**config.mk**
```make
export PLATFORM = sky130hd
export DESIGN_NAME = pc_branch_ctrl
export DESIGN_NICKNAME = d
export VERILOG_FILES = /design/src/rtl/pc_branch_ctrl_pkg.sv /design/src/rtl/pc_branch_ctrl_branch_target_lut.sv /design/src/rtl/pc_branch_ctrl.sv
export SDC_FILE = /design/constraint.sdc
export NUM_CORES = 1
export LEC_CHECK = 0
export BUFFER_PORTS_ARGS = -buffer_cell sky130_fd_sc_hd__buf_2
export CAP_MARGIN = 20
export CORE_MARGIN = 2
export CORE_UTILIZATION = 50
export DETAILED_ROUTE_END_ITERATION = 12
export GPL_ROUTABILITY_DRIVEN = 1
export HOLD_SLACK_MARGIN = 0.05
export PLACE_DENSITY_LB_ADDON = 0.12
export SYNTH_ARGS = -nofsm -noshare
export SYNTH_HDL_FRONTEND = slang
export SYNTH_SLANG_ARGS = --single-unit
```
**constraint.sdc**
```tcl
create_clock -name Clk -period 2.4 [get_ports Clk]
set_input_delay 0.24 -clock Clk [delete_from_list [all_inputs] [get_ports Clk]]
set_output_delay 0.24 -clock Clk [all_outputs]
set_load 0.02 [all_outputs]
```
**src/rtl/pc_branch_ctrl_pkg.sv**
```systemverilog
// Shared definitions for the program-flow stage of the 9-bit-ISA core.
// Holds the branch-condition and sequencer state encodings, the default
// PC / LUT address widths, and the branch-condition evaluation helper.
package pc_branch_ctrl_pkg;

  localparam int PC_W_DEF   = 10;
  localparam int LUT_AW_DEF = 4;

  typedef enum logic [1:0] {
    BR_ALWAYS = 2'b00,
    BR_EQ     = 2'b01,
    BR_LT     = 2'b10,
    BR_GE     = 2'b11
  } br_cond_e;

  typedef enum logic [1:0] {
    ST_IDLE   = 2'b00,
    ST_RUN    = 2'b01,
    ST_HALTED = 2'b10
  } state_e;

  // Evaluates a branch condition against the stored Zero/Negative flags.
  function automatic logic br_cond_met(input br_cond_e cond,
                                       input logic     zero,
                                       input logic     neg);
    logic met;
    met = 1'b0;
    case (cond)
      BR_ALWAYS: met = 1'b1;
      BR_EQ:     met = zero;
      BR_LT:     met = neg;
      BR_GE:     met = ~neg;
      default:   met = 1'b0;
    endcase
    return met;
  endfunction

endpackage

```
**src/rtl/pc_branch_ctrl_branch_target_lut.sv**
```systemverilog
// Branch-target lookup table: 2**AW entries of DW bits.
// Synchronous write, asynchronous (combinational) read, async active-low clear.
// Ports:
//   i_clk    - system clock, rising edge
//   i_rst_n  - asynchronous active-low clear of every entry
//   i_we     - write strobe (already qualified by the caller)
//   i_waddr  - write address
//   i_wdata  - write data
//   i_raddr  - read address
//   o_rdata  - read data for i_raddr
module branch_target_lut #(
  parameter int AW = 4,
  parameter int DW = 10
) (
  input  logic          i_clk,
  input  logic          i_rst_n,
  input  logic          i_we,
  input  logic [AW-1:0] i_waddr,
  input  logic [DW-1:0] i_wdata,
  input  logic [AW-1:0] i_raddr,
  output logic [DW-1:0] o_rdata
);

  logic [DW-1:0] r_mem [2**AW];

  always_ff @(posedge i_clk or negedge i_rst_n) begin
    if (!i_rst_n) begin
      for (int i = 0; i < 2**AW; i++) r_mem[i] <= '0;
    end else if (i_we) begin
      r_mem[i_waddr] <= i_wdata;
    end
  end

  assign o_rdata = r_mem[i_raddr];

endmodule

```
**src/rtl/pc_branch_ctrl.sv**
```systemverilog
// Program-flow stage downstream of the ALU: stores compare flags, resolves
// branches through a writable target LUT, owns the program counter and
// sequences IDLE -> RUN -> HALTED with the Start/Done handshake.
// Ports:
//   Clk, Reset (async active-low)
//   Start, Stall, HaltReq                  - sequencing controls
//   FlagWrite, ZeroIn, NegativeIn          - flag capture from the ALU
//   BranchEn, BranchCond, TargetIdx        - branch request
//   LutWe, LutAddr, LutData                - target LUT write port
//   ProgCtr, ZeroFlag, NegFlag             - architectural state
//   BranchTaken (combinational), Busy, Done
module pc_branch_ctrl
  import pc_branch_ctrl_pkg::*;
#(
  parameter int              PC_W     = PC_W_DEF,
  parameter int              LUT_AW   = LUT_AW_DEF,
  parameter logic [PC_W-1:0] START_PC = '0
) (
  input  logic              Clk,
  input  logic              Reset,
  input  logic              Start,
  input  logic              Stall,
  input  logic              FlagWrite,
  input  logic              ZeroIn,
  input  logic              NegativeIn,
  input  logic              BranchEn,
  input  logic [1:0]        BranchCond,
  input  logic [LUT_AW-1:0] TargetIdx,
  input  logic              HaltReq,
  input  logic              LutWe,
  input  logic [LUT_AW-1:0] LutAddr,
  input  logic [PC_W-1:0]   LutData,
  output logic [PC_W-1:0]   ProgCtr,
  output logic              ZeroFlag,
  output logic              NegFlag,
  output logic              BranchTaken,
  output logic              Busy,
  output logic              Done
);

  state_e          r_state;
  logic [PC_W-1:0] r_pc;
  logic            r_zero;
  logic            r_neg;

  logic            w_run;
  logic            w_cond;
  logic            w_taken;
  logic            w_lut_we;
  logic [PC_W-1:0] w_target;

  assign w_run    = (r_state == ST_RUN);
  // Condition always looks at the stored flags, so a CMP and a branch in the
  // same cycle branch on the previous compare result.
  assign w_cond   = br_cond_met(br_cond_e'(BranchCond), r_zero, r_neg);
  assign w_taken  = w_run & BranchEn & w_cond & ~Stall & ~HaltReq;
  // The table is frozen while a program runs.
  assign w_lut_we = LutWe & ~w_run;

  branch_target_lut #(
    .AW(LUT_AW),
    .DW(PC_W)
  ) u_lut (
    .i_clk   (Clk),
    .i_rst_n (Reset),
    .i_we    (w_lut_we),
    .i_waddr (LutAddr),
    .i_wdata (LutData),
    .i_raddr (TargetIdx),
    .o_rdata (w_target)
  );

  always_ff @(posedge Clk or negedge Reset) begin
    if (!Reset) begin
      r_state <= ST_IDLE;
      r_pc    <= '0;
      r_zero  <= 1'b0;
      r_neg   <= 1'b0;
    end else begin
      case (r_state)
        ST_IDLE, ST_HALTED: begin
          if (Start) begin
            r_state <= ST_RUN;
            r_pc    <= START_PC;
            r_zero  <= 1'b0;
            r_neg   <= 1'b0;
          end
        end
        ST_RUN: begin
          // A stalled cycle freezes everything; the instruction is re-presented.
          if (!Stall) begin
            if (HaltReq) begin
              r_state <= ST_HALTED;
            end else if (w_taken) begin
              r_pc <= w_target;
            end else begin
              r_pc <= r_pc + PC_W'(1);
            end
            if (FlagWrite) begin
              r_zero <= ZeroIn;
              r_neg  <= NegativeIn;
            end
          end
        end
        default: r_state <= ST_IDLE;
      endcase
    end
  end

  assign ProgCtr     = r_pc;
  assign ZeroFlag    = r_zero;
  assign NegFlag     = r_neg;
  assign BranchTaken = w_taken;
  assign Busy        = w_run;
  assign Done        = (r_state == ST_HALTED);

endmodule

```
==> results.md, run 1 <==
- The post-layout instance count excluding filler cells is 833.
- The kind of launch point of the worst setup path is a flop.
- The number of global-route vias before repair is approximately 5200.
- Before CTS, the worst setup slack after placement is 296.9 ps.
- The post-synthesis instance area is 0.008187 mm^2.
- The initial antenna violation count came to 1.
- The post-synthesis sequential area ratio is 0.5319.
- The critical path in this run is classified as reg -> out.
- The count of nets left with antenna violations after detail routing is 0.
- From synthesis to final layout, the design area changed by 15.88%.
- The final standard cell area without fillers is 0.009487 mm^2.
- The overflow left after global routing is 0.
- The detailed-router iteration count before antenna repair is 4.
- TritonCTS built the clock tree.
- The final max-slew violation count was 0.
- The most common cell after layout, fill and taps aside is sky130_fd_sc_hd__dfrtp_1.
- After detailed routing, the met2 layer carries 9308 um of wire.
- Leaving out fill and tap cells, the most frequent cells in the layout are 174 x sky130_fd_sc_hd__dfrtp_1, 169 x sky130_fd_sc_hd__mux2_2, 43 x sky130_fd_sc_hd__buf_2, 40 x sky130_fd_sc_hd__mux4_2, 30 x sky130_fd_sc_hd__buf_4.
- The congestion estimate from routability-driven global placement came to 0.8240.
- Based on the critical path, the design can be clocked at up to 439.5 MHz.
- The period utilization is 0.9480.
- The placed instances occupy a cell area of 0.008902 mm^2.
- In this design, the stage delay of the slowest critical-path cell is 390 ps.
- In the final routed layout, each cell accounts on average for 23.69 um.
- The number of different library cells used by synthesis comes to 43.
- The total area inside the core boundary comes to 0.01594 mm^2.
- The final worst-path setup slack is 124.8 ps.
- For this run, design rule violations remaining after detail routing come to 0.
- The Yosys step of the flow raised 0 warnings.
- The proportion of register bits with asynchronous set or reset after synthesis is 1.000.
- The leakage power summed over all cells is 4.243 nW.
- The min-delay analysis places its worst path in the category in -> reg.
- The clock transition at the registers of the reported paths is around 60 ps.
- The number of sinks on the clock net is 174.
- The first-pass GRT wire length is about 31000 um.
- Counting the buffers created by CTS gives 17.
- Setup violations remaining at the end of the flow were counted as 0.
- Counting flops and latches in the post-synthesis netlist gives roughly 170.
- The run finished with clean final reports.
- The average cell area after synthesis is 15.33 um^2.
- For this block, wires on met1 add up to ~9400 um.
- The cell count after placement is 800.
- The H-tree depth is 4.
- The max-slew headroom at the worst pin is 0.5789.
- The gate count after technology mapping is ~530.
- In this run, synthesis inferred 0 flip-flops with an integrated enable.
- The time the worst path needs with I/O delays and setup is ~2300 ps.
- For this block, the initial DRC count from the detailed router was around 330.
- Measured along the y axis, the die boundary spans 132.0 um.
- After detailed routing, the number of vias per cell comes to 5.926.
- The critical path contains buffers and inverters numbering 2 combined.
- For this configuration, the core starts out at a cell density of 0.5135.
- The buffer type at the clock tree root is sky130_fd_sc_hd__clkbuf_16.
- The wire-length estimate of the detail-placed layout is 13210 um.
- STA classifies the critical path endpoint as a primary output.
- For this run, the total global-route usage over all layers was measured as 0.2380.
- The final number of hold-violating endpoints is 0.
- The worst setup skew after layout is 7.126 ps.
- The highest routed metal layer is met4.
- Clock latency on the worst-skew pair, taken at its later pin, is between 400 and 500 ps.
- Setup repair after global routing left no endpoint under its margin.
- For the pin with the worst max-slew slack, the measured transition is 631.7 ps.
- The slowest stage of the critical path is the sky130_fd_sc_hd__dfrtp_1 cell.
- The final layout contains 635 nets.
- The overall die width is 132.0 um.
- The arrival time at the worst endpoint is around 2000 ps.
- In the synthesized netlist the dominant register cell turns out to be sky130_fd_sc_hd__dfrtp_1.
- For this block, the via count after detailed routing is about 5000.
- The family with the most delay on the worst path is simple AND/OR/NAND/NOR gates.
- Entering global routing, the biggest net connects between 60 and 70 pins.
- Detailed routing placed a total of 731 um of wire on met3.
- The die footprint is 0.01741 mm^2.
- In this run the power density over the cells is just over 1000 mW/mm^2.
- The number of nets in the synthesized netlist is approximately 570.
- The wire length reported by the detailed router is 19730 um.
- The maximum root-to-sink buffer count is 2.
- For this design the top-level I/O count stands at 45.
- The fraction of final layout cells with drive strength greater than 1 is 0.5471.
- Once the clock tree was built, the setup fixing pass inserted 0 buffers.
- The floorplan has 46 rows.
- STA puts the critical path data required time at 2160 ps.
- The peak fanout along the critical path is 10.
- During placement, the flow inserted port buffers numbering 44.
- The total negative setup slack is 0 ps.
- The number of maximum-capacitance constraint violations is 0.
- The worst-case IR drop observed on VDD is 0.0005931 V.
- Traced cell by cell, the critical path runs through nand2b_2 > or3_1 > or2_4 > inv_1 > buf_2.
==> cells in the mapped netlist (5+ instances only) <==
| master | n | area [um^2] |
|---|---|---|
| sky130_fd_sc_hd__dfrtp_1 | 174 | 4354 |
| sky130_fd_sc_hd__inv_1 | 7 | 26.28 |
| sky130_fd_sc_hd__mux4_2 | 40 | 900.9 |
| sky130_fd_sc_hd__nand2b_1 | 5 | 31.28 |
| sky130_fd_sc_hd__nor2_2 | 9 | 56.30 |
| sky130_fd_sc_hd__o22ai_1 | 7 | 43.79 |
| sky130_fd_sc_hd__mux2i_1 | 21 | 210.2 |
| sky130_fd_sc_hd__mux2_2 | 169 | 1903 |
| sky130_fd_sc_hd__nand2_1 | 8 | 30.03 |
| sky130_fd_sc_hd__o21ai_0 | 10 | 50.05 |
| sky130_fd_sc_hd__buf_2 | 9 | 45.04 |
| sky130_fd_sc_hd__clkbuf_1 | 18 | 67.56 |
| sky130_fd_sc_hd__a31oi_1 | 13 | 81.33 |
==> per-stage QoR <==
stage | utilization | total power (W) | hold WS (ps)
after detailed placement | 0.5584 | 0.007084 | 286.1
after CTS | 0.5949 | 0.009802 | 65.76
after floorplan | - | 0.006299 | -55.59
after global routing | 0.5949 | 0.01027 | 59.87
after global placement | 0.5584 | 0.006949 | 270.7
final | 0.5950 | 0.009763 | 78.67
==> path summary, 6_finish.rpt <==
| check | startpoint | end | slack [ps] | cells past startpoint |
|---|---|---|---|---|
| max | r_state[1] | BranchTaken | 120 | 5 |
| min reg2reg | u_lut.r_mem[12] | u_lut.r_mem[12] | 500 | 1 |
| min | ZeroIn | ZeroFlag | 80 | 3 |
| min in group asynchronous | Reset | u_lut.r_mem[42] | 390 | 2 |
| max in group asynchronous | Reset | u_lut.r_mem[67] | 1320 | 3 |
| max reg2reg | r_state[1] | u_lut.r_mem[123] | 350 | 5 |
==> cell type report <==
cell class / count / area (um^2)
well taps: 216 / 270.3
diodes: 1 / 2.502
repair buffers: 82 / 601.8
flip-flops and latches: 174 / 4354
clock buffers: 25 / 485.5
inverters: 7 / 26.28
fillers: 1242 / 6456
multi-input cells: 322 / 3662
clock inverters: 6 / 83.83
==> repair_timing <==
item,4_1_cts,5_1_grt
endpoints found under the setup margin,1,0
hold buffers,1,0
hold endpoints to repair,58,0
resized for setup,1,0
==> worst register-to-register path, cell delays in order (launching register included) <==
cell and delay (ps):
sky130_fd_sc_hd__dfrtp_1 370, sky130_fd_sc_hd__nand2b_2 190, sky130_fd_sc_hd__inv_1 140, sky130_fd_sc_hd__nor4b_4 380, sky130_fd_sc_hd__nand3_2 420, sky130_fd_sc_hd__mux2_2 430
==> where the power goes <==
group	switching, W	total (W)	internal, W
Clock	0.00109	0.00270	0.00161
Combinational	0.000970	0.00242	0.00145
Sequential	0.000646	0.00465	0.00400
Total	0.00270	0.00976	0.00706
==> registers in the layout (all words and copies together) (netlist names) <==
name and count:
NegFlag 1, ProgCtr 10, ZeroFlag 1, r_state 2, u_lut.r_mem 160
==> kinds of logic after synthesis <==
| logic type | after synthesis | synth area share |
|---|---|---|
| XOR/XNOR | 1 | 0.001070 |
| flip-flops | 174 | 0.5319 |
| AND/OR/NAND/NOR | 52 | 0.04524 |
| buffers and inverters | 38 | 0.02109 |
| multiplexers | 230 | 0.3682 |
| adder cells (fa/ha/maj) | 1 | 0.001528 |
| AO/OA/AOI/OAI | 38 | 0.03103 |
==> routing by layer <==
metal,vias to the layer above,global-route usage
met5,-,0
met4,0,0.07609
met3,19,0.04229
met2,103,0.3701
met1,2645,0.3435
li1,2169,-
No activity file was read; power rests on OpenSTA's default activity.
==> inputs of run 2 (changes only) <==
--- a/config.mk
+++ b/config.mk
@@ -13,6 +13,7 @@
 export GPL_ROUTABILITY_DRIVEN = 1
 export HOLD_SLACK_MARGIN = 0.05
 export PLACE_DENSITY_LB_ADDON = 0.12
+export REMOVE_ABC_BUFFERS = 1
 export SYNTH_ARGS = -nofsm -noshare
 export SYNTH_HDL_FRONTEND = slang
 export SYNTH_SLANG_ARGS = --single-unit
==> run 2 against run 1 <==
Compared with the run above:
- sequential share of layout area grew 0.16 points
- global-route usage fell by 0.62 points
- design area decreased by 0.36%
- sequential power barely moved
- core utilization shrank 0.21 points
- routed wire length decreased by 3.5%
- non-clock buffer count stayed put
- setup slack better by 68 ps
- critical endpoint unchanged
- highest routed layer is now met5
==> results.md, run 2 (synthesis results as in run 1) <==
- The final max-slew violation count was 0 (unchanged).
- The worst setup skew after layout is 5.978 ps (-1.148 ps).
- The max-slew headroom at the worst pin is 0.5615 (-0.01737).
- The overall die width is 132.0 um (unchanged).
- The critical path's slowest cell is sky130_fd_sc_hd__dfrtp_1.
- The number of global-route vias before repair is 5341 (+2.1%).
- The area inside the core boundary was 0.01594 mm^2 (unchanged).
- The H-tree depth is 4 (unchanged).
- The min-delay analysis places its worst path in the category in -> reg.
- The final number of hold-violating endpoints is 0 (unchanged).
- The largest net degree at the start of global routing is 71 (+9.2%).
- The data required time of the critical path is 2160 ps (about the same).
- The detailed-route vias per instance is 5.975 (+0.83%).
- The arrival time at the worst endpoint is 1970 ps (-70 ps).
- The wire length reported by the detailed router is 19040 um (-3.5%).
- The number of buffers inserted during clock tree synthesis is 17 (unchanged).
- Setup repair after global routing left no endpoint under its margin.
- The leakage power summed over all cells came to 4.232 nW (-0.27%).
- The total power draw is 0.009659 W (-1.1%).
- The count of nets left with antenna violations after detail routing is 0 (unchanged).
- The die footprint is 0.01741 mm^2 (unchanged).
- The height of the chip came to 132.0 um (unchanged).
- The period utilization is 0.9197 (-0.02832).
- The worst slack at placement is 329.7 ps (+32.85 ps).
- The most common cell after layout, fill and taps aside is sky130_fd_sc_hd__dfrtp_1.
- From synthesis to final layout, the design area changed by 15.47%.
- The highest ir drop seen on vdd is 0.0005731 V (-3.4%).
- The maximum single-stage delay on the critical path is 390 ps (about the same).
- The clock transition at the registers of the reported paths is 60 ps (about the same).
- The clock latency reported for the late side of the worst-skew pair is 420 ps (about the same).
- The global placement routability congestion is 0.8331 (+1.1%).
- The count of routing violations after the opening detailed-route iteration came to 304 (-7.0%).
- The initial antenna violation count is 1 (unchanged).
- The register with the most flip-flops in the final layout is u_lut.r_mem.
- The starting density of the core was 0.5135 (unchanged).
- The number of port buffers was 44 (unchanged).
- The count of buffering cells on the critical path with inverters included is 2 (unchanged).
- The maximum root-to-sink buffer count is 2 (unchanged).
- The flow ran to the end, and the final reports show no timing, DRC or antenna violations.
- The fraction of final layout cells with drive strength greater than 1 was 0.5527 (+0.005596).
- The total setup buffers inserted after CTS is 0 (unchanged).
- The total negative setup slack is 0 ps (unchanged).
- The time the worst path needs with I/O delays and setup is 2207 ps (-67.97 ps).
- The number of flip-flops in the largest register came to 160 (unchanged).
- The power per cell area is 1022 mW/mm^2 (-0.71%).
- STA classifies the critical path startpoint as a flop.
- The number of antenna repair diodes is 0 (-1).
- The top-level I/O count came to 45 (unchanged).
- The final worst-path setup slack was 192.8 ps (+67.97 ps).
- The final count of negative-setup-slack endpoints is 0 (unchanged).
- The detailed-router iteration count before antenna repair was 4 (unchanged).
- The classification of the worst setup path is reg -> out.
- The number of maximum-capacitance constraint violations is 0 (unchanged).
- Walking the worst path, the cells encountered are nand2b_2 > or3_1 > or2_4 > inv_1 > buf_2.
- The final layout net count is 635 (unchanged).
- The worst setup path is captured at a primary output.
- The slew of the pin with the lowest slew margin is 657.7 ps (+26.06 ps).
- Leaving out fill and tap cells, the most frequent cells in the layout are 174 x sky130_fd_sc_hd__dfrtp_1, 169 x sky130_fd_sc_hd__mux2_2, 43 x sky130_fd_sc_hd__buf_2, 40 x sky130_fd_sc_hd__mux4_2, 32 x sky130_fd_sc_hd__buf_4.
- The remaining design rule violation count is 0 (unchanged).
- The HPWL after detailed placement is 12870 um (-2.6%).
- The number of sinks on the clock net is 174 (unchanged).
- The overall via count from detail_route is 4977 (+0.83%).
- The maximum clock rate is 453.1 MHz (+3.1%).
- The detail-routed net length per standard cell is 22.85 um (-3.5%).
- The root buffer cell chosen for the clock tree is sky130_fd_sc_hd__clkbuf_16.
- The first-pass GRT wire length is 30510 um (-1.8%).
- On the critical path the largest part of the delay comes from simple AND/OR/NAND/NOR gates.
- The overflow left after global routing is 0 (unchanged).
- The number of rows created at floorplan is 46 (unchanged).
- The overall track demand over capacity in global routing is 0.2318 (-0.006192).
- The peak fanout along the critical path is 10 (unchanged).
- The core utilization of the finished layout is 0.5929 (-0.002119).
- TritonCTS built the clock tree.
## run 2: cell types whose count changed in the layout (fill, tap and decap cells not counted), sizes merged
| cell | change |
|---|---|
| clkinvlp | +1 |
| clkbuf | -3 |
| bufinv | -1 |
| clkinv | +4 |
| diode | -1 |
## run 2: final cells by class
type                       instances  area [um^2]
tap                              216        270.3
clock inverter                    10        88.84
timing repair buffer              82        576.8
fill                            1254         6490
clock buffer                      22        474.2
inverter                           7        26.28
sequential                       174         4354
multi-input combinational        322         3662
## run 2: layer usage
metal  GRT usage  up-vias  part of all wire
met3     0.05229       21             0.042
met5           0        -           0.00084
met1      0.3257     2667              0.46
met4     0.07367        2             0.015
li1            -     2171                 -
met2      0.3623      116              0.48
## run 2: final timing paths
check / end / from / slack (ps) / depth (start not counted)
setup / recovery: BranchTaken / r_state[1] / 190 / 5
max in group asynchronous: u_lut.r_mem[111] / Reset / 1170 / 3
setup reg to reg: u_lut.r_mem[61] / r_state[1] / 300 / 5
hold reg to reg: u_lut.r_mem[97] / u_lut.r_mem[97] / 500 / 1
hold / removal: ZeroFlag / ZeroIn / 80 / 3
min in group asynchronous: u_lut.r_mem[64] / Reset / 390 / 2
## run 2: power by group
| group | total (W) | switching, W | internal, W |
|---|---|---|---|
| clock network | 0.00265 | 0.00114 | 0.00151 |
| logic | 0.00240 | 0.000948 | 0.00145 |
| registers | 0.00462 | 0.000617 | 0.00400 |
| total | 0.00966 | 0.00270 | 0.00696 |
## run 2: timing repair
item / in CTS / in global routing
gates resized for setup: 0 / 1
endpoints found under the setup margin: 0 / 1
hold buffers: 1 / 0
hold endpoints to repair: 66 / 0
## run 2: worst register-to-register path, cell delays in order (launching register included)
cell and delay (ps):
sky130_fd_sc_hd__dfrtp_1 370, sky130_fd_sc_hd__nand2b_2 180, sky130_fd_sc_hd__nand4b_1 330, sky130_fd_sc_hd__nor2_2 520, sky130_fd_sc_hd__buf_4 250, sky130_fd_sc_hd__mux2_2 340
## run 2: per-stage QoR
stage,cell area (um^2),hold slack [ps],std cells
floorplan,8040,-55.59,503
global placement,8877,276.8,800
detailed placement,8877,281.6,800
CTS,9450,69.86,833
global route,9453,77.20,833
finish,9453,80.08,833
